--- config.mk ---
export PLATFORM = sky130hd
export DESIGN_NAME = if_fetch_stage
export DESIGN_NICKNAME = d
export VERILOG_FILES = /design/src/rtl/cpu_pkg.sv /design/src/rtl/branch_target.sv /design/src/rtl/if_fetch_stage.sv
export SDC_FILE = /design/constraint.sdc
export NUM_CORES = 1
export LEC_CHECK = 0
export ABC_AREA = 1
export CAP_MARGIN = 25
export CORE_MARGIN = 2
export CORE_UTILIZATION = 52
export DETAILED_ROUTE_END_ITERATION = 12
export PLACE_DENSITY = 0.84
export SLEW_MARGIN = 10
export SYNTH_ARGS = -nofsm -noshare
export SYNTH_HDL_FRONTEND = slang
export SYNTH_SLANG_ARGS = --single-unit
export TNS_END_PERCENT = 20
--- constraint.sdc ---
create_clock -name clk -period 4.3 [get_ports clk]
set_input_delay 0.43 -clock clk [delete_from_list [all_inputs] [get_ports clk]]
set_output_delay 0.43 -clock clk [all_outputs]
set_load 0.02 [all_outputs]
--- src/rtl/cpu_pkg.sv ---
// rtl/cpu_pkg.sv - shared constants, instruction field slices and fetch FSM states
package cpu_pkg;

  localparam logic [31:0] NOP_INSTR = 32'h0000_0000;
  localparam logic [5:0]  OP_B      = 6'b000101;

  // BrAddr26 lives in [25:0], CondAddr19 in [23:5]
  localparam int BR26_HI   = 25;
  localparam int BR26_LO   = 0;
  localparam int COND19_HI = 23;
  localparam int COND19_LO = 5;

  typedef enum logic [1:0] {
    BOOT = 2'd0,
    RUN  = 2'd1,
    HALT = 2'd2
  } fetch_state_t;

endpackage

--- src/rtl/branch_target.sv ---
// rtl/branch_target.sv - combinational branch target adder for the ID instruction
// Purpose: target = id_pc + (sext(off) << 2), where off is BrAddr26 or CondAddr19.
// Ports:
//   id_pc    in  PC_W : PC of the instruction in IF/ID
//   id_instr in  32   : instruction in IF/ID
//   UncondBr in  1    : 1 selects the 26-bit offset, 0 the 19-bit offset
//   target   out PC_W : branch target, wraps modulo 2^PC_W
module branch_target
  import cpu_pkg::*;
#(
  parameter int PC_W = 64
) (
  input  logic [PC_W-1:0] id_pc,
  input  logic [31:0]     id_instr,
  input  logic            UncondBr,
  output logic [PC_W-1:0] target
);

  localparam int W26 = BR26_HI - BR26_LO + 1;
  localparam int W19 = COND19_HI - COND19_LO + 1;

  logic [W26-1:0]  off26;
  logic [W19-1:0]  off19;
  logic [PC_W-1:0] off_ext;
  logic            unused_opcode;

  assign off26 = id_instr[BR26_HI:BR26_LO];
  assign off19 = id_instr[COND19_HI:COND19_LO];

  // The opcode field plays no part in the target computation.
  assign unused_opcode = ^id_instr[31:26];

  always_comb begin
    off_ext = '0;
    if (UncondBr) begin
      off_ext = {{(PC_W-W26){off26[W26-1]}}, off26};
    end else begin
      off_ext = {{(PC_W-W19){off19[W19-1]}}, off19};
    end
  end

  assign target = id_pc + (off_ext << 2);

endmodule

--- src/rtl/if_fetch_stage.sv ---
// rtl/if_fetch_stage.sv - LEGv8 instruction fetch stage with PC, IF/ID register and halt FSM
// Purpose: owns the PC, drives instruction memory and registers fetched words into IF/ID.
//   One branch delay slot: a taken branch in ID redirects the PC at the same edge
//   that captures the following instruction.
// Ports:
//   clk, reset_n : clock and asynchronous active-low reset
//   imem_addr    : out, byte address to instruction memory (= pc)
//   imem_rdata   : in, instruction word at imem_addr, same cycle
//   stall        : in, freezes PC and IF/ID
//   Brtaken      : in, take-branch decision for the ID instruction
//   UncondBr     : in, offset select for the target (26-bit when 1)
//   id_instr, id_pc, id_valid : out, IF/ID register
//   halted       : out, branch-to-self reached
module if_fetch_stage
  import cpu_pkg::*;
#(
  parameter int              PC_W     = 64,
  parameter logic [PC_W-1:0] RESET_PC = '0
) (
  input  logic            clk,
  input  logic            reset_n,
  output logic [PC_W-1:0] imem_addr,
  input  logic [31:0]     imem_rdata,
  input  logic            stall,
  input  logic            Brtaken,
  input  logic            UncondBr,
  output logic [31:0]     id_instr,
  output logic [PC_W-1:0] id_pc,
  output logic            id_valid,
  output logic            halted
);

  fetch_state_t    state, state_nxt;
  logic [PC_W-1:0] pc, pc_nxt;
  logic [31:0]     id_instr_nxt;
  logic [PC_W-1:0] id_pc_nxt;
  logic            id_valid_nxt;
  logic [PC_W-1:0] target;
  logic            redirect;
  logic            halt_hit;

  branch_target #(.PC_W(PC_W)) u_branch_target (
    .id_pc    (id_pc),
    .id_instr (id_instr),
    .UncondBr (UncondBr),
    .target   (target)
  );

  // Masking with id_valid keeps an undriven Brtaken behind a bubble out of the PC.
  assign redirect = Brtaken & id_valid;
  assign halt_hit = redirect && (id_instr[31:26] == OP_B)
                    && (id_instr[BR26_HI:BR26_LO] == '0);

  always_comb begin
    state_nxt    = state;
    pc_nxt       = pc;
    id_instr_nxt = id_instr;
    id_pc_nxt    = id_pc;
    id_valid_nxt = id_valid;
    case (state)
      BOOT: begin
        state_nxt = RUN;
      end
      RUN: begin
        if (!stall) begin
          // Delay slot is always captured, taken branch or not.
          id_instr_nxt = imem_rdata;
          id_pc_nxt    = pc;
          id_valid_nxt = 1'b1;
          if (halt_hit) begin
            pc_nxt    = id_pc;
            state_nxt = HALT;
          end else if (redirect) begin
            pc_nxt = target;
          end else begin
            pc_nxt = pc + PC_W'(4);
          end
        end
      end
      HALT: begin
        id_instr_nxt = NOP_INSTR;
        id_valid_nxt = 1'b0;
      end
      default: begin
        state_nxt = BOOT;
      end
    endcase
  end

  always_ff @(posedge clk or negedge reset_n) begin
    if (!reset_n) begin
      state    <= BOOT;
      pc       <= RESET_PC;
      id_instr <= NOP_INSTR;
      id_pc    <= '0;
      id_valid <= 1'b0;
    end else begin
      state    <= state_nxt;
      pc       <= pc_nxt;
      id_instr <= id_instr_nxt;
      id_pc    <= id_pc_nxt;
      id_valid <= id_valid_nxt;
    end
  end

  assign imem_addr = pc;
  assign halted    = (state == HALT);

endmodule

==> flow_summary.yaml <==
outcome:
  status: "completed"
yosys:
  synth_nets: 2751
  syn_inst: 2651
  synth-simple-area-share_pct: 42.5
  synth_area_um2: 15200
  synth_seq_cells: 163
  syn_avg_cell_area_um2: 5.75
  synth.distinct_cells: 37
  synth_top_family_by_area: "simple AND/OR/NAND/NOR gates"
  yosysSeqAreaShare_pct: 26.7
  synth_compound_area_share_pct: 10.5
  yosysWarningCount: 0
  synth_edf_count: 0
  ys_async_sr_fraction_pct: 100
  synth_fa_ha_area_share_pct: 5.22
  muxShareOfSynthArea_pct: 0
  ys.flop_type: "dfrtp_1"
  synth_xor_area_share_pct: 2.07
setup_path:
  crit_cells: 18
  startpoint_type: "input port"
  crit_path_top_delay_cell: "clkdlybuf4s50_1"
  crit_type: "in2reg"
  critPathArrivalTime_ns: 3.83
  path_cells: "clkdlybuf4s50_1 -> inv_1 -> nand2_1 -> o21ai_2 -> buf_12 -> ha_1 -> nand2_1 -> nand2_1 -> a21oi_1 -> nand2_1 -> inv_1 -> nand2_1 -> a21oi_1 -> nand3_1 -> nand3_1 -> nand2_1 -> nand2_1 -> nand2_1"
  reg2regPathDepth: 16
  critPathBufInv: 4
  cpPeakStageDelay_ns: 0.45
  cp_common_cell: "nand2_1"
  required_ns: 4.64
  cp_top_family: "simple AND/OR/NAND/NOR gates"
  end_kind: "register"
  worst-path-max-fanout: 37
place:
  routabilityCongestion: 1.05
  dp.cells: 3183
  io_buffer_count: 198
  pre_cts_slack_ns: 0.432
  dp_hpwl_mm: 51.6
floorplanning:
  die_h_um: 175
  design.core.area_um2: 28800
  rows: 62
  start_util_pct: 53.0
  die_w_um: 175
  io-pin-count: 199
  die_area_um2: 30700
route:
  routed_wl_mm: 65.0
  num_vias: 18300
  dr.pass1.iters: 6
  drt.antenna.violating_nets: 0
  drt_iter0_drc: 2611
  avgRoutedWirePerCell_um: 20.2
  routed_via_density: 5.70
  drc: 0
cts:
  cts_max_level: 4
  ctsLongestPathBuffers: 2
  clock-root-buffer: "clkbuf_16"
  clk_latency_ns: 0.46
  cts.sinks: 163
  clkTransAtPathRegs_ns: 0.08
  numCtsBuffers: 17
  post-cts-setup-buffers: 0
  cts_tree: "done"
  cts-hold-fix-buffers: 0
  ctsResizeCount: 0
sta:
  worst_slack_ns: 0.812
  grt_setup_unrepaired: "no"
  final.period_utilization_pct: 81.1
  fin_tns_setup_ns: 0
  tightest_slew_ns: 1.02
  holdWs_ns: 0.0710
  relSlewSlack_pct: 32.1
  setup_viol: 0
  hold_viol: 0
  fmaxAchievable_ghz: 0.287
  min_period_ns: 3.49
  clock_skew_ns: 0.0145
  final_max_slew_viol_count: 0
cells_and_area:
  antenna-diode-count: 0
  final_cells: 3215
  fin_nets: 2918
  layout_commonest_cell: "nand2_1"
  mostFrequentLayoutCells: "nand2_1 (1003), inv_1 (437), nor2_1 (275)"
  areaGrowthSynthToFinish_pct: 19.4
  drive_above_1_share_pct: 3.57
power_and_ir_drop:
  power.total_mw: 3.24
  vdd_drop_max_uv: 199
  p_per_area_nw_per_um2: 178
  p_leak_nw: 10.0
flow_run:
  cap_violations: 0
grt:
  grt_overflow: 0
  antenna_found_initial: 3
  grt_pass1_wl_mm: 97.7
  track_usage_pct: 42.0
  grt_max_degree: 211
  grt_pass1_vias: 16600
hold_path:
  hp-class: "in2async"
[flip-flops by register name, summed over array words and instances, names as in the netlist]
signal,cells
id_instr,32
id_valid,1
imem_addr,64
state,2
id_pc,64
[worst register-to-register path: cells and delay by family (launching register included)]
kind                     cells  cell delay, ns
flip-flops                   1            0.52
AO/OA/AOI/OAI                3            0.79
buffers and inverters        2            0.34
AND/OR/NAND/NOR             10            1.14
adder cells (fa/ha/maj)      1            0.41
[through the flow]
| stage | instance area [um2] | util [%] |
|---|---|---|
| finish | 18200 | 63.3 |
| global route | 18200 | 63.3 |
| CTS | 18200 | 63.3 |
| detailed placement | 17600 | 61.1 |
| global placement | 17600 | 61.1 |
| floorplan | 15200 | - |
[worst paths after layout]
| kind | start | endpoint | slack (ns) |
|---|---|---|---|
| min reg2reg | state[1] | state[1] | 0.48 |
| max | UncondBr | imem_addr[55] | 0.81 |
| min in group clk | state[1] | state[1] | 0.48 |
| max in group asynchronous | reset_n | id_pc[32] | 3.17 |
| min | reset_n | imem_addr[49] | 0.07 |
| max reg2reg | id_instr[23] | imem_addr[55] | 1.00 |
[cell type report]
type                            count  area [um2]
Inverter                          447        1680
Multi-Input combinational cell   1977        9220
Sequential cell                   163        4080
Fill cell                        2745       10600
Clock inverter                     15         189
Clock buffer                       17         425
Timing Repair Buffer              212        2140
Tap cell                          384         480
[layer usage]
layer / vias to the layer above / wire, um / share of wire, % / GRT usage, %
li1: 8567 / - / - / -
met2: 1183 / 26900 / 41 / 60.8
met1: 8416 / 26800 / 41 / 60.0
met3: 147 / 9080 / 14 / 11.7
met4: 2 / 2250 / 3.5 / 13.8
met5: - / 11 / 0.017 / 0
[Yosys cell counts (7+ instances only)]
| library cell | count | area share [%] |
|---|---|---|
| nor3_2 | 10 | 0.66 |
| a21oi_1 | 104 | 3.4 |
| nor2_1 | 275 | 6.8 |
| buf_2 | 12 | 0.39 |
| nor3_1 | 35 | 1.1 |
| nand4_1 | 31 | 1.3 |
| nand2_1 | 1005 | 25 |
| dfrtp_1 | 163 | 27 |
| inv_1 | 438 | 11 |
| o21ai_1 | 7 | 0.23 |
| o211ai_1 | 13 | 0.64 |
| ha_1 | 62 | 5.1 |
| nand3b_1 | 16 | 0.79 |
| nor2_2 | 10 | 0.41 |
| clkbuf_1 | 44 | 1.1 |
| o21ai_0 | 175 | 5.7 |
| nand3_1 | 154 | 5.1 |
| xor2_1 | 31 | 1.8 |
| inv_2 | 9 | 0.22 |
[power by group]
group / switching, mW / internal [mW]
clock network: 0.797 / 0.840
registers: 0 / 1.53
logic: 0.0429 / 0.0311
total: 0.840 / 2.40
[kinds of logic after synthesis]
| kind of cell | Yosys count |
|---|---|
| AOI/OAI and AO/OA | 310 |
| xor gates and xnor gates | 36 |
| adders and majority gates | 63 |
| buffers and inverters | 511 |
| DFF | 163 |
| and+or+nand+nor | 1568 |
Note: power is estimated with default switching activity, not from simulation.
==> patch 1 (same settings) <==
Re-encode `fetch_state_t` (3 states) as one-hot, 3 bits wide.
--- a/src/rtl/cpu_pkg.sv
+++ b/src/rtl/cpu_pkg.sv
@@ -10,10 +10,10 @@
   localparam int COND19_HI = 23;
   localparam int COND19_LO = 5;
 
-  typedef enum logic [1:0] {
-    BOOT = 2'd0,
-    RUN  = 2'd1,
-    HALT = 2'd2
+  typedef enum logic [2:0] {
+    BOOT = 3'b001,
+    RUN  = 3'b010,
+    HALT = 3'b100
   } fetch_state_t;
 
 endpackage
Formal check against the unedited RTL: same outputs for any inputs over 4 cycles, from zero or initial values and one cycle with reset_n low; so few cycles prove little.
==> patch 1 against the original RTL <==
- design area grew 0.76%
- worst setup slack lost 0.098 ns
- area after synthesis grew 0.25%
- count of clock-buffer cells in the layout is the same
- fmax shrank 2.7%
- hold slack lost 0.0077 ns
- routed wire length shrank 1.4%
- sequential cell count grew 1
- register-to-register slack gained 0.03 ns
- cell count grew 0.62%
- sequential share of layout area is essentially flat
Power is left out: it rests on default switching activity, and per cell area and clock period it moved more than threefold.
==> patch 1: results (changes against the original RTL) <==
** Global route
- First-pass GRT wire length :: 97.03 mm (-0.72%)
- The total global-route track usage is 0.4141 (-0.005457).
- Initial antenna violation count :: 1 (-2)
- Maximum number of pins on one net before global-route repair :: 164 (-22%)
- Vias in the first global route :: 16.99k (+2.2%)

** Run status
- The flow ran to the end, and the final reports show no timing, DRC or antenna violations.

** Cells and area
- The number of nets in the finished design came to 2937 (+0.65%).
- Ratio of cells with drive above 1 in the final layout :: 0.03193 (-0.003747)
- Fill cell total of the finished layout :: 2824 (+2.9%)
- Count of placed standard cells in the final layout, fillers left out :: 3235 (+0.62%)

** Synth
- Post-synthesis cell type count :: 40 (+8.1%)
- By count the netlist is led by sky130_fd_sc_hd__nand2_1 (1018), sky130_fd_sc_hd__inv_1 (494), sky130_fd_sc_hd__nor2_1 (200), sky130_fd_sc_hd__o21ai_0 (166), sky130_fd_sc_hd__dfrtp_1 (163).
- The average cell area after synthesis was 5.743 um2 (-0.16%).
- Leading post-synthesis cells by cell area :: sky130_fd_sc_hd__dfrtp_1 (27%), sky130_fd_sc_hd__nand2_1 (25%), sky130_fd_sc_hd__inv_1 (12%)

** Placement
- Pre-CTS setup slack :: 0.3549 ns (-0.07672 ns)
- The last weighted congestion value of the routability-driven placer was 1.057 (+0.50%).
- Final HPWL DP :: 51.59 mm (about the same)
- Placed Instance Area :: 0.01770 mm2 (+0.64%)

** Drt
- The iteration count of the initial detailed-routing pass came to 7 (+1).
- Violation count after the first detailed-routing iteration :: 2482 (-4.9%)
- The via count normalized by instance count came to 5.620 (-1.3%).
- The routed wire length was 64.15 mm (-1.4%).

** STA
- Worst slew pin tran :: 0.8533 ns (-0.1646 ns)
- Worst clock skew on the final layout :: 0.01430 ns (-0.0001743 ns)

** Setup path
- Arrival time worst endpoint :: 3.93 ns (+0.10 ns)
- The maximum cell stage delay along the critical path is 0.72 ns (+0.27 ns).
patch 1: final cells by class:
type                            count  area (um2)  area share
Multi-Input combinational cell   1937        9066      0.4942
Clock inverter                     15       211.5     0.01153
Inverter                          500        1877      0.1023
Clock buffer                       17       425.4     0.02319
Antenna cell                        1       2.502   0.0001364
Sequential cell                   164        4105      0.2238
Timing Repair Buffer              217        2176      0.1186
Tap cell                          384       480.5     0.02619
patch 1: worst paths after layout:
check	cells past startpoint	from	slack [ns]	end
max	19	UncondBr	0.71	imem_addr[59]$_DFFE_PN0P_
min	1	reset_n	0.06	id_instr[27]$_DFFE_PN0P_
max reg2reg	14	id_instr[5]$_DFFE_PN0P_	1.03	imem_addr[24]$_DFFE_PN0P_
min reg2reg	2	imem_addr[0]$_DFFE_PN0P_	0.52	imem_addr[0]$_DFFE_PN0P_
max in group asynchronous	2	reset_n	3.14	imem_addr[49]$_DFFE_PN0P_
min in group clk	3	imem_rdata[23]	0.51	id_instr[23]$_DFFE_PN0P_
patch 1: cell families (layout without fill, tap and decap cells):
group,after synthesis,count (layout),synth area share
AO/OA/AOI/OAI,340,340,0.1167
XOR/XNOR,30,30,0.01719
adder cells (fa/ha/maj),63,63,0.05205
buffers and inverters,561,749,0.1393
flip-flops,164,164,0.2685
multiplexers,1,1,0.0006548
other,0,1,0
AND/OR/NAND/NOR,1503,1503,0.4055
patch 1: layer usage:
| metal | GRT usage | up-vias | part of all wire |
|---|---|---|---|
| met2 | 0.6229 | 1075 | 0.42 |
| met4 | 0.1494 | 0 | 0.038 |
| met1 | 0.5718 | 8343 | 0.41 |
| met3 | 0.1117 | 163 | 0.13 |
| li1 | - | 8600 | - |
| met5 | 0 | - | 0 |
==> patch 2 (same flow settings) <==
Made on the original files. Make the reset (`reset_n`) synchronous in one clocked block. Comments in the files are not updated.
--- a/src/rtl/if_fetch_stage.sv
+++ b/src/rtl/if_fetch_stage.sv
@@ -87,7 +87,7 @@
     endcase
   end
 
-  always_ff @(posedge clk or negedge reset_n) begin
+  always_ff @(posedge clk) begin
     if (!reset_n) begin
       state    <= BOOT;
       pc       <= RESET_PC;
Check against the original RTL: differs if reset_n is asserted again (counterexample within 4 cycles, from zero or initial values and one cycle with reset_n low); with reset_n held inactive, the same outputs for 4 cycles.
==> patch 2 against the original RTL <==
- design area down 3.2%
- worst setup slack worse by 0.20 ns
- sequential cell count unchanged
- routed wire length down 3.5%
- register-to-register slack worse by 0.04 ns
- area after synthesis down 3.5%
- cell count up 0.16%
Power is not compared: it rests on default switching activity, and its combinational part moved more than twofold at a synthesized area within 25%.
==> patch 2: results (changes against the original RTL) <==
** Run status
- The run finished with clean final reports.

** Drt
- The violation count after the first detailed-route iteration is 2446 (-6.3%).
- Mean routed wirelength per cell :: 19.49 um (-3.6%)
- The length of routed wiring on met1 came to 25.76 mm (-3.9%).
- The via count normalized by instance count is 5.742 (+0.79%).
- The via total after detailed routing is 18.49k (+0.94%).

** Synth
- The average cell area after synthesis was 5.499 um2 (-4.4%).
- After synthesis, the most frequently instantiated cells are sky130_fd_sc_hd__nand2_1 (907), sky130_fd_sc_hd__inv_1 (466), sky130_fd_sc_hd__a21oi_1 (306), sky130_fd_sc_hd__nor2_1 (194), sky130_fd_sc_hd__nand3_1 (168).
- Leading post-synthesis cells by cell area :: sky130_fd_sc_hd__nand2_1 (23%), sky130_fd_sc_hd__dfxtp_1 (22%), sky130_fd_sc_hd__inv_1 (12%)
- Post-synthesis cell type count :: 45 (+22%)
- The async set-reset flop share out of synthesis came to 0 (-1.000).
- Among all flip-flop cells after synthesis, the most frequent one is sky130_fd_sc_hd__dfxtp_1.
- Part of the Yosys area used for sequential elements :: 0.2217 (-0.04582)

** Global route
- The wire length of the first global-routing pass is 94.73 mm (-3.1%).
- GR met3 Demand/Resource :: 0.08972 (-0.02777)
- The met2 capacity usage during global routing was 0.6436 (+0.03535).
- The number of global-route vias before repair is 16.72k (+0.66%).
- The largest net degree at the start of global routing is 130 (-38%).
- Met1 capacity usage during global routing :: 0.5912 (-0.008759)
- The total global-route track usage came to 0.4240 (+0.004435).
- The initial antenna violation count was 0 (-3).

** Placement
- DP Cell Count :: 3185 (+0.063%)
- The HPWL reported at the end of detailed placement was 49.26 mm (-4.6%).
- The last weighted congestion value of the routability-driven placer is 1.031 (-1.9%).

** STA
- Remaining max-slew budget at the tightest pin :: 0.3905 (+0.06905)
- Worst clock skew on the final layout :: 0.01715 ns (+0.002675 ns)

** Cells and area
- Ratio of cells with drive above 1 in the final layout :: 0.03026 (-0.005416)
- Layout net count :: 2929 (+0.38%)

** Setup path
- The endpoint arrival time on the critical path was 4.05 ns (+0.22 ns).
-- patch 2: final timing paths --
path	slack, ns	endpoint	start	cells after the start
setup / recovery	0.62	imem_addr[61]$_SDFFE_PN0P_	UncondBr	18
hold / removal	0.42	state[0]$_SDFFE_PN0P_	state[1]$_SDFFE_PN0P_	1
setup reg to reg	0.96	imem_addr[61]$_SDFFE_PN0P_	id_instr[6]$_SDFFE_PN0P_	18
hold reg to reg	0.42	state[0]$_SDFFE_PN0P_	state[1]$_SDFFE_PN0P_	1
-- patch 2: logic make-up after synthesis --
logic type,share of synthesized area
AOI/OAI and AO/OA,0.1670
buffers and inverters,0.1450
and+or+nand+nor,0.3890
adders and majority gates,0.05406
DFF,0.2217
xor gates and xnor gates,0.02320
-- patch 2: worst max-delay path, stage by stage --
cell and delay (ns):
sky130_fd_sc_hd__clkdlybuf4s50_1 0.50, sky130_fd_sc_hd__buf_4 0.31, sky130_fd_sc_hd__o21ai_0 0.20, sky130_fd_sc_hd__ha_1 0.38
sky130_fd_sc_hd__nand2_1 0.14, sky130_fd_sc_hd__nor2_1 0.28, sky130_fd_sc_hd__nand2_1 0.09, sky130_fd_sc_hd__nand2_1 0.22
sky130_fd_sc_hd__nand2_1 0.08, sky130_fd_sc_hd__nand2_1 0.19, sky130_fd_sc_hd__nand2_1 0.10, sky130_fd_sc_hd__nand2_1 0.25
sky130_fd_sc_hd__nand2_1 0.12, sky130_fd_sc_hd__nand3_1 0.08, sky130_fd_sc_hd__nand3_1 0.30, sky130_fd_sc_hd__nand2_1 0.17
sky130_fd_sc_hd__nand2_1 0.08, sky130_fd_sc_hd__a21oi_1 0.11
-- patch 2: cell type report --
type                            count  share of cell area
Sequential cell                   163              0.1852
Tap cell                          378             0.02684
Timing Repair Buffer              216              0.1242
Clock inverter                     12            0.008449
Clock buffer                       20             0.02478
Multi-Input combinational cell   1958              0.5296
Inverter                          473              0.1009
-- patch 2: report_power, final --
| part | leakage [nW] | switching, mW | internal (mW) |
|---|---|---|---|
| sequential | 1.33 | 0.0939 | 1.56 |
| clock | 0.284 | 0.748 | 0.872 |
| combinational | 6.69 | 0.476 | 0.276 |
-- patch 2: per-stage QoR --
step	power [mW]	instance area (um2)	utilization	hold slack (ns)
2_1_floorplan	2.089	14720	-	0.3996
3_3_place_gp	2.393	16960	0.6089	0.4103
3_5_place_dp	2.408	16960	0.6089	0.4176
4_1_cts	3.982	17550	0.6299	0.4243
5_1_grt	4.131	17620	0.6326	0.4616
6_report	4.028	17620	0.6326	0.4248
